## config.mk

```make
export PLATFORM = sky130hd
export DESIGN_NAME = seg_scan_driver
export DESIGN_NICKNAME = d
export VERILOG_FILES = /design/src/rtl/seg_scan_driver.sv
export SDC_FILE = /design/constraint.sdc
export NUM_CORES = 1
export LEC_CHECK = 0
export CAP_MARGIN = 25
export CORE_ASPECT_RATIO = 0.75
export CORE_MARGIN = 1.5
export CORE_UTILIZATION = 57
export CTS_CLUSTER_DIAMETER = 100
export DETAILED_ROUTE_END_ITERATION = 10
export PLACE_DENSITY = 0.8
export SYNTH_ARGS = -nofsm -noshare
export SYNTH_HDL_FRONTEND = slang
export SYNTH_SLANG_ARGS = --single-unit
```

## constraint.sdc

```tcl
create_clock -name clk -period 2.9 [get_ports clk]
set_clock_uncertainty 0.2 [all_clocks]
set_input_delay 0.29 -clock clk [delete_from_list [all_inputs] [get_ports clk]]
set_output_delay 0.29 -clock clk [all_outputs]
set_load 0.03 [all_outputs]
```

## src/rtl/seg_scan_driver.sv

```systemverilog
// Multiplexed hex 7-segment scan driver: refresh divider, digit scan, shadow/active
// double buffering so a frame never mixes old and new data, leading-zero blanking.

module seg_digit_dec (
  input  logic [3:0] i_nib,
  input  logic       i_blank,
  output logic [6:0] o_seg_n
);
  // active-low gfedcba
  always_comb begin
    o_seg_n = 7'b1111111;
    if (!i_blank) begin
      case (i_nib)
        4'h0: o_seg_n = 7'b1000000;
        4'h1: o_seg_n = 7'b1111001;
        4'h2: o_seg_n = 7'b0100100;
        4'h3: o_seg_n = 7'b0110000;
        4'h4: o_seg_n = 7'b0011001;
        4'h5: o_seg_n = 7'b0010010;
        4'h6: o_seg_n = 7'b0000010;
        4'h7: o_seg_n = 7'b1111000;
        4'h8: o_seg_n = 7'b0000000;
        4'h9: o_seg_n = 7'b0010000;
        4'hA: o_seg_n = 7'b0001000;
        4'hB: o_seg_n = 7'b0000011;
        4'hC: o_seg_n = 7'b0100111;
        4'hD: o_seg_n = 7'b0100001;
        4'hE: o_seg_n = 7'b0000110;
        4'hF: o_seg_n = 7'b0001110;
      endcase
    end
  end
endmodule

module seg_scan_driver #(
  parameter int NUM_DIGITS  = 4,
  parameter int REFRESH_DIV = 100000,
  parameter int ACTIVE_LOW  = 1
) (
  input  logic                      clk,
  input  logic                      reset,
  input  logic [4*NUM_DIGITS-1:0]   value,
  input  logic [NUM_DIGITS-1:0]     dp_in,
  input  logic [NUM_DIGITS-1:0]     digit_en,
  input  logic                      load,
  input  logic                      lz_blank,
  output logic [6:0]                cathode,
  output logic                      dp,
  output logic [NUM_DIGITS-1:0]     anode,
  output logic                      frame_tick
);
  localparam int CW = (REFRESH_DIV > 1) ? $clog2(REFRESH_DIV) : 1;
  localparam int IW = (NUM_DIGITS > 1) ? $clog2(NUM_DIGITS) : 1;
  localparam logic INV = (ACTIVE_LOW == 0);

  logic [CW-1:0]                 r_cnt;
  logic [IW-1:0]                 r_idx;
  logic [4*NUM_DIGITS-1:0]       r_sh_val, r_act_val;
  logic [NUM_DIGITS-1:0]         r_sh_dp,  r_act_dp;

  logic                          w_tc, w_last, w_wrap;
  logic [NUM_DIGITS:1]           w_zhi;
  logic [NUM_DIGITS-1:0][6:0]    w_seg_n;
  logic [NUM_DIGITS-1:0]         w_onehot;
  logic                          w_en;
  logic [6:0]                    w_cath_n;
  logic                          w_dp_n;
  logic [NUM_DIGITS-1:0]         w_an_n;

  assign w_tc   = (r_cnt == CW'(REFRESH_DIV - 1));
  assign w_last = (r_idx == IW'(NUM_DIGITS - 1));
  assign w_wrap = w_tc & w_last;

  // w_zhi[i]: digits i..NUM_DIGITS-1 of the active register are all zero
  assign w_zhi[NUM_DIGITS] = 1'b1;
  for (genvar gz = 1; gz < NUM_DIGITS; gz++) begin : g_zero
    assign w_zhi[gz] = (r_act_val[4*gz +: 4] == 4'h0) & w_zhi[gz+1];
  end

  for (genvar gi = 0; gi < NUM_DIGITS; gi++) begin : g_dig
    logic w_blank;
    if (gi == 0) begin : g_d0
      assign w_blank = 1'b0;
    end else begin : g_dn
      assign w_blank = lz_blank & w_zhi[gi];
    end
    seg_digit_dec u_dec (
      .i_nib   (r_act_val[4*gi +: 4]),
      .i_blank (w_blank),
      .o_seg_n (w_seg_n[gi])
    );
  end

  assign w_onehot = NUM_DIGITS'(1) << r_idx;
  assign w_en     = digit_en[r_idx];
  assign w_cath_n = w_en ? w_seg_n[r_idx] : 7'b1111111;
  assign w_dp_n   = ~(w_en & r_act_dp[r_idx]);
  assign w_an_n   = w_en ? ~w_onehot : {NUM_DIGITS{1'b1}};

  always_ff @(posedge clk or posedge reset) begin
    if (reset) begin
      r_cnt      <= '0;
      r_idx      <= '0;
      r_sh_val   <= '0;
      r_sh_dp    <= '0;
      r_act_val  <= '0;
      r_act_dp   <= '0;
      frame_tick <= 1'b0;
    end else begin
      r_cnt      <= w_tc ? '0 : r_cnt + 1'b1;
      frame_tick <= w_wrap;
      if (w_tc) r_idx <= w_last ? '0 : r_idx + 1'b1;
      if (load) begin
        r_sh_val <= value;
        r_sh_dp  <= dp_in;
      end
      // a load landing on the wrap edge bypasses the shadow into this frame
      if (w_wrap) begin
        r_act_val <= load ? value : r_sh_val;
        r_act_dp  <= load ? dp_in : r_sh_dp;
      end
    end
  end

  always_ff @(posedge clk or posedge reset) begin
    if (reset) begin
      cathode <= 7'b1111111 ^ {7{INV}};
      dp      <= ~INV;
      anode   <= {NUM_DIGITS{~INV}};
    end else begin
      cathode <= w_cath_n ^ {7{INV}};
      dp      <= w_dp_n ^ INV;
      anode   <= w_an_n ^ {NUM_DIGITS{INV}};
    end
  end
endmodule
```

# Word-level counts from Yosys, hierarchy flattened
# Memory sizes are Yosys's and may differ from the RTL's.
# Index checks and enable logic that the tools add are counted.
# Widths: inputs -> output; s select.
# classes
n_reduce_logical,3
order_cmp,1
shift,1
div_mod_pow,0
mul,0
n_eq_ne,2
mux,15
add_sub_neg,2
bitwise,9
# ops
cell,n
$mux 7,5
$add 17x1->17 const B,1
$eq 17x17->1 const B,1
$mux 17,1
$mux 16,1
$bmux 7 s2,1
$logic_not 4->1,3
$mux 4,2
$and 1x1->1,7
$bmux 1 s2,2
$not 4->4,1
$shl 1x2->4 const A,1
$lt 2x3->1 const B,1
$add 2x1->2 const B,1
$eq 2x2->1 const B,1
$mux 1,2
$mux 2,1
$not 1->1,1
# totals
mem_bits_ro,448
latch_bits,0
elab_cells,47
ram_bits,0
memories,4
register_bits,72
# mem_list
memory,words,width,read_ports,rd_clocked_by_memory_dff,wr,line,rtl
(name not given),16,7,1,0,0,13,case (i_nib)
(name not given),16,7,1,0,0,13,
(name not given),16,7,1,0,0,13,
(name not given),16,7,1,0,0,13,

# Logic depth before layout (Yosys ltp)
# depth
ltp_word,8
mapped_depth,7

# Modules after synthesis
# From an unflattened synthesis, not the netlist that was laid out.
# unflattened
cells_unflattened,367
area_unflattened_um2,4152.7
# modules_own_cells
module,area_each_um2,instances,cells_per_inst,seq_area_each_um2
seg_scan_driver,3141.8,1,223,1816.7
seg_digit_dec,252.7,4,36,0.0

# Worst setup path after synthesis
# No wires, ideal clock.
# synth_path
path_type,register -> register
from,reg r_act_val[12]
to,reg cathode[2]
t_required_ns,2.635
stages_incl_launch_ff,8
slack_ns,0.500
synth_period_minus_slack_ns,2.400
arrival_ns,2.135
n_path_buf,1
cell_sequence,dfrtp_1 -> inv_1 -> ha_1 -> or4bb_1 -> clkbuf_1 -> o31a_1 -> a221o_1 -> nand3_1
# synth_between
elab_chain_cells,8
elab_cells_between_ends,13
classes_between,mux (6); bitwise (5); reduce/logical (1); memory (1)
# synth_rtl
element,line,rtl
from (decl),58,"logic [4*NUM_DIGITS-1:0] r_sh_val, r_act_val;"
from (signal assigned),119,r_act_val <= load ? value : r_sh_val;
$logic_not 4->1,77,assign w_zhi[gz] = (r_act_val[4*gz +: 4] == 4'h0) & w_zhi[gz+1];
$and 1x1->1 (2 in series),77,
$and 1x1->1,85,assign w_blank = lz_blank & w_zhi[gi];
$mux 7,12,if (!i_blank) begin
$bmux 7 s2 *,96,assign w_cath_n = w_en ? w_seg_n[r_idx] : 7'b1111111;
$mux 7 (implied by the code) *,96,
$mux 7 *,96,
net w_cath_n[2],66,logic [6:0] w_cath_n;
to (signal assigned),127,cathode <= 7'b1111111 ^ {7{INV}};
to (signal assigned),131,cathode <= w_cath_n ^ {7{INV}};
to (decl),47,"output logic [6:0] cathode,"
# Mark *: on every way through the listed nets, which the timed path passes. The rest lies on a longest branch. The select of a mux whose other input is x is not followed.
# A chain may end at the register's enable or synchronous reset.

# Final worst setup path
# Ends and elaborated chain as after synthesis.

==> out/metrics.cfg <==
[run_status]
outcome=completed

[placement]
placed_area_sq_mm=0.00471
hpwl_microns=6090
place_congestion=0.903
portBuffers=40

[routing]
routed_wl_microns=8630
antenna_left=0
dr.pass1.iters=6
vias=3026
wl_per_cell_microns=16.6
via_per_inst=5.82
drc_errors=0
drt_iter0_markers=252

[hold_path]
hold_class=primary input to asynchronous set/reset pin

[sta]
slew_violations=0
fin_setup_tns_ns=0
min_period_ns=2.61
hold_viol=0
worst_pin_slew_ns=0.842
setup_viol=0
rsz0062_at_grt=false
fmax_mhz=383
finalCritPeriodShare=0.901
slew_headroom=0.435

[setup_path]
reg2reg_from=r_act_val[12]$_DFFE_PP0P_
max_stage_delay_ns=0.67
cp.required_ns=2.99
rr_worst_depth=6
cpMaxStageDelayCell=or4bb_1
endpoint_kind=flip-flop
cp_cell_sequence=inv_1 -> ha_1 -> or4bb_1 -> o31a_1 -> a221o_1 -> nand3_1
rrSetupSlack_ns=0.29
r2r_end=cathode[2]$_DFF_PP1_
crit_fanout=9
worst_setup_path_start_kind=flip-flop
worstSetupPathType=flip-flop to flip-flop
cp.arrival_ns=2.70
path_delay_family=simple AND/OR/NAND/NOR gates
worst-path-buf-inv=1

[pwr]
powerDensity_mw_per_mm2=463
ir_worst_vdd_mv=0.291
leakage_nw=2.16
p_total_mw=2.28

[die]
ios=41
std_cell_rows=26
initial_core_util=0.601
die-width_microns=102
fp.dieH_microns=77.2
die_area_sq_mm=0.00786
core_sq_mm=0.00696

[logic_synthesis]
synthCells=375
synth_top_family_by_area=multiplexers
synth_edf_count=0
async_flop_share=1.00
ys_types=64
synth_flop_cell=dfrtp_1
synth-xor-area-share=0.0272
synthAdderAreaFrac=0.0868
synth_area_leaders=dfrtp_1 36%, ha_1 8.7%, dfstp_2 7.5%
synth.cell_area_sq_mm=0.00418
syn-num-nets=432
yosys_warnings=0
seq_area_frac_synth=0.434
synth-simple-area-share=0.149
yosysTopAreaCellShare=0.359
synth_largest_area_cell=dfrtp_1
avgSynthCellArea_sq_um=11.2
synthMuxAreaShare=0.158
ys_ff_latch=72
synth_compound_area_frac=0.107

[finish]
final_cell_mix=60 x dfrtp_1, 40 x clkdlybuf4s50_1, 29 x ha_1
mostFrequentLayoutCell=dfrtp_1
layout.nets=474
area_growth_pct=18.0
finalInstanceArea_sq_mm=0.00493
fill_cells=511
fin_util=0.708
drive_above_1_share=0.209
antenna_cells=0

[clocking]
post_cts_buffers=0
clk_path_buf_depth=2
cts_hold_buf=0
h-tree-depth=3
cts-resized-gates=0
cts.sinks=72
cts_tree=yes
cts_root_buffer=clkbuf_8
clkSlewWorstSetupHoldPaths_ns=0.07
numCtsBuffers=9
clock_latency_ns=0.35

[flow_run]
max-cap-violations=0

[grt]
grt_pass1_wl_microns=14600
grt_usage=0.242
overflow=0
grt_pass1_vias=2813
grt_max_degree=73
antenna_found_initial=0

## state kept, by name, summed over array words and instances, names as in the netlist
name        cells
r_cnt          17
r_act_val      16
r_sh_val       16
cathode         7
anode           4
r_act_dp        4
r_sh_dp         4
r_idx           2
dp              1
frame_tick      1
## power breakdown
group | internal (mW) | switching (mW)
clock | 0.506 | 0.370
combinational | 0.157 | 0.150
sequential | 1.06 | 0.0374
## final cells by class
type                            instances  area [sq um]  area share
Inverter                               21          78.8      0.0160
Clock buffer                           11           141      0.0287
Clock inverter                          5          80.1      0.0162
Timing Repair Buffer                   48           485      0.0984
Tap cell                               98           123      0.0249
Multi-Input combinational cell        265          2210       0.447
Sequential cell                        72          1820       0.368
## logic make-up after synthesis
logic type / after synthesis
compound gates: 64
fa+ha+maj: 29
flops: 72
mux: 49
buf+inv: 38
simple gates: 110
xor+xnor: 13
## cells in the mapped netlist, types with 4 or more instances
cell,count
dfrtp_1,60
ha_1,29
nand2_1,22
nor2_1,22
inv_1,21
mux2_2,20
mux2_4,19
clkbuf_1,13
a21oi_1,12
dfstp_2,12
nand3_1,12
o21ai_0,12
xnor2_1,10
nand2b_1,9
nand4_1,6
nor3_1,6
a31oi_1,5
mux2i_1,5
nor2b_1,5
mux4_2,4
## worst max path at each step
stage          slack (ns)              endpoint  cells past startpoint                 startpoint
2_1_floorplan        0.50  cathode[2]$_DFF_PP1_                      7  r_act_val[12]$_DFFE_PP0P_
3_3_place_gp         0.41  cathode[2]$_DFF_PP1_                      6  r_act_val[12]$_DFFE_PP0P_
3_5_place_dp         0.31  cathode[2]$_DFF_PP1_                      6  r_act_val[12]$_DFFE_PP0P_
4_1_cts              0.30  cathode[2]$_DFF_PP1_                      6  r_act_val[12]$_DFFE_PP0P_
5_1_grt              0.05  cathode[5]$_DFF_PP1_                      6  r_act_val[13]$_DFFE_PP0P_
6_report             0.29  cathode[2]$_DFF_PP1_                      6  r_act_val[12]$_DFFE_PP0P_
## through the flow
stage / hold WS (ns) / setup WS, ns / std cells
3_5_place_dp: 0.282 / 0.306 / 504
6_report: 0.112 / 0.286 / 520
4_1_cts: 0.142 / 0.298 / 520
5_1_grt: 0.176 / 0.0493 / 520
2_1_floorplan: 0.253 / 0.500 / 375
3_3_place_gp: 0.266 / 0.406 / 504
## metal layers
layer	up-vias	wire, microns	track usage
li1	1432	-	-
met5	-	0	0
met1	1458	4180	0.387
met2	119	3690	0.313
met4	0	133	0.0740
met3	17	623	0.0693
## worst register-to-register path, stage by stage, from the launching register on
cell and delay [ns]:
dfrtp_1 0.45, inv_1 0.17, ha_1 0.23, or4bb_1 0.67, o31a_1 0.42, a221o_1 0.33, nand3_1 0.09
No activity file was read; power rests on OpenSTA's default activity.
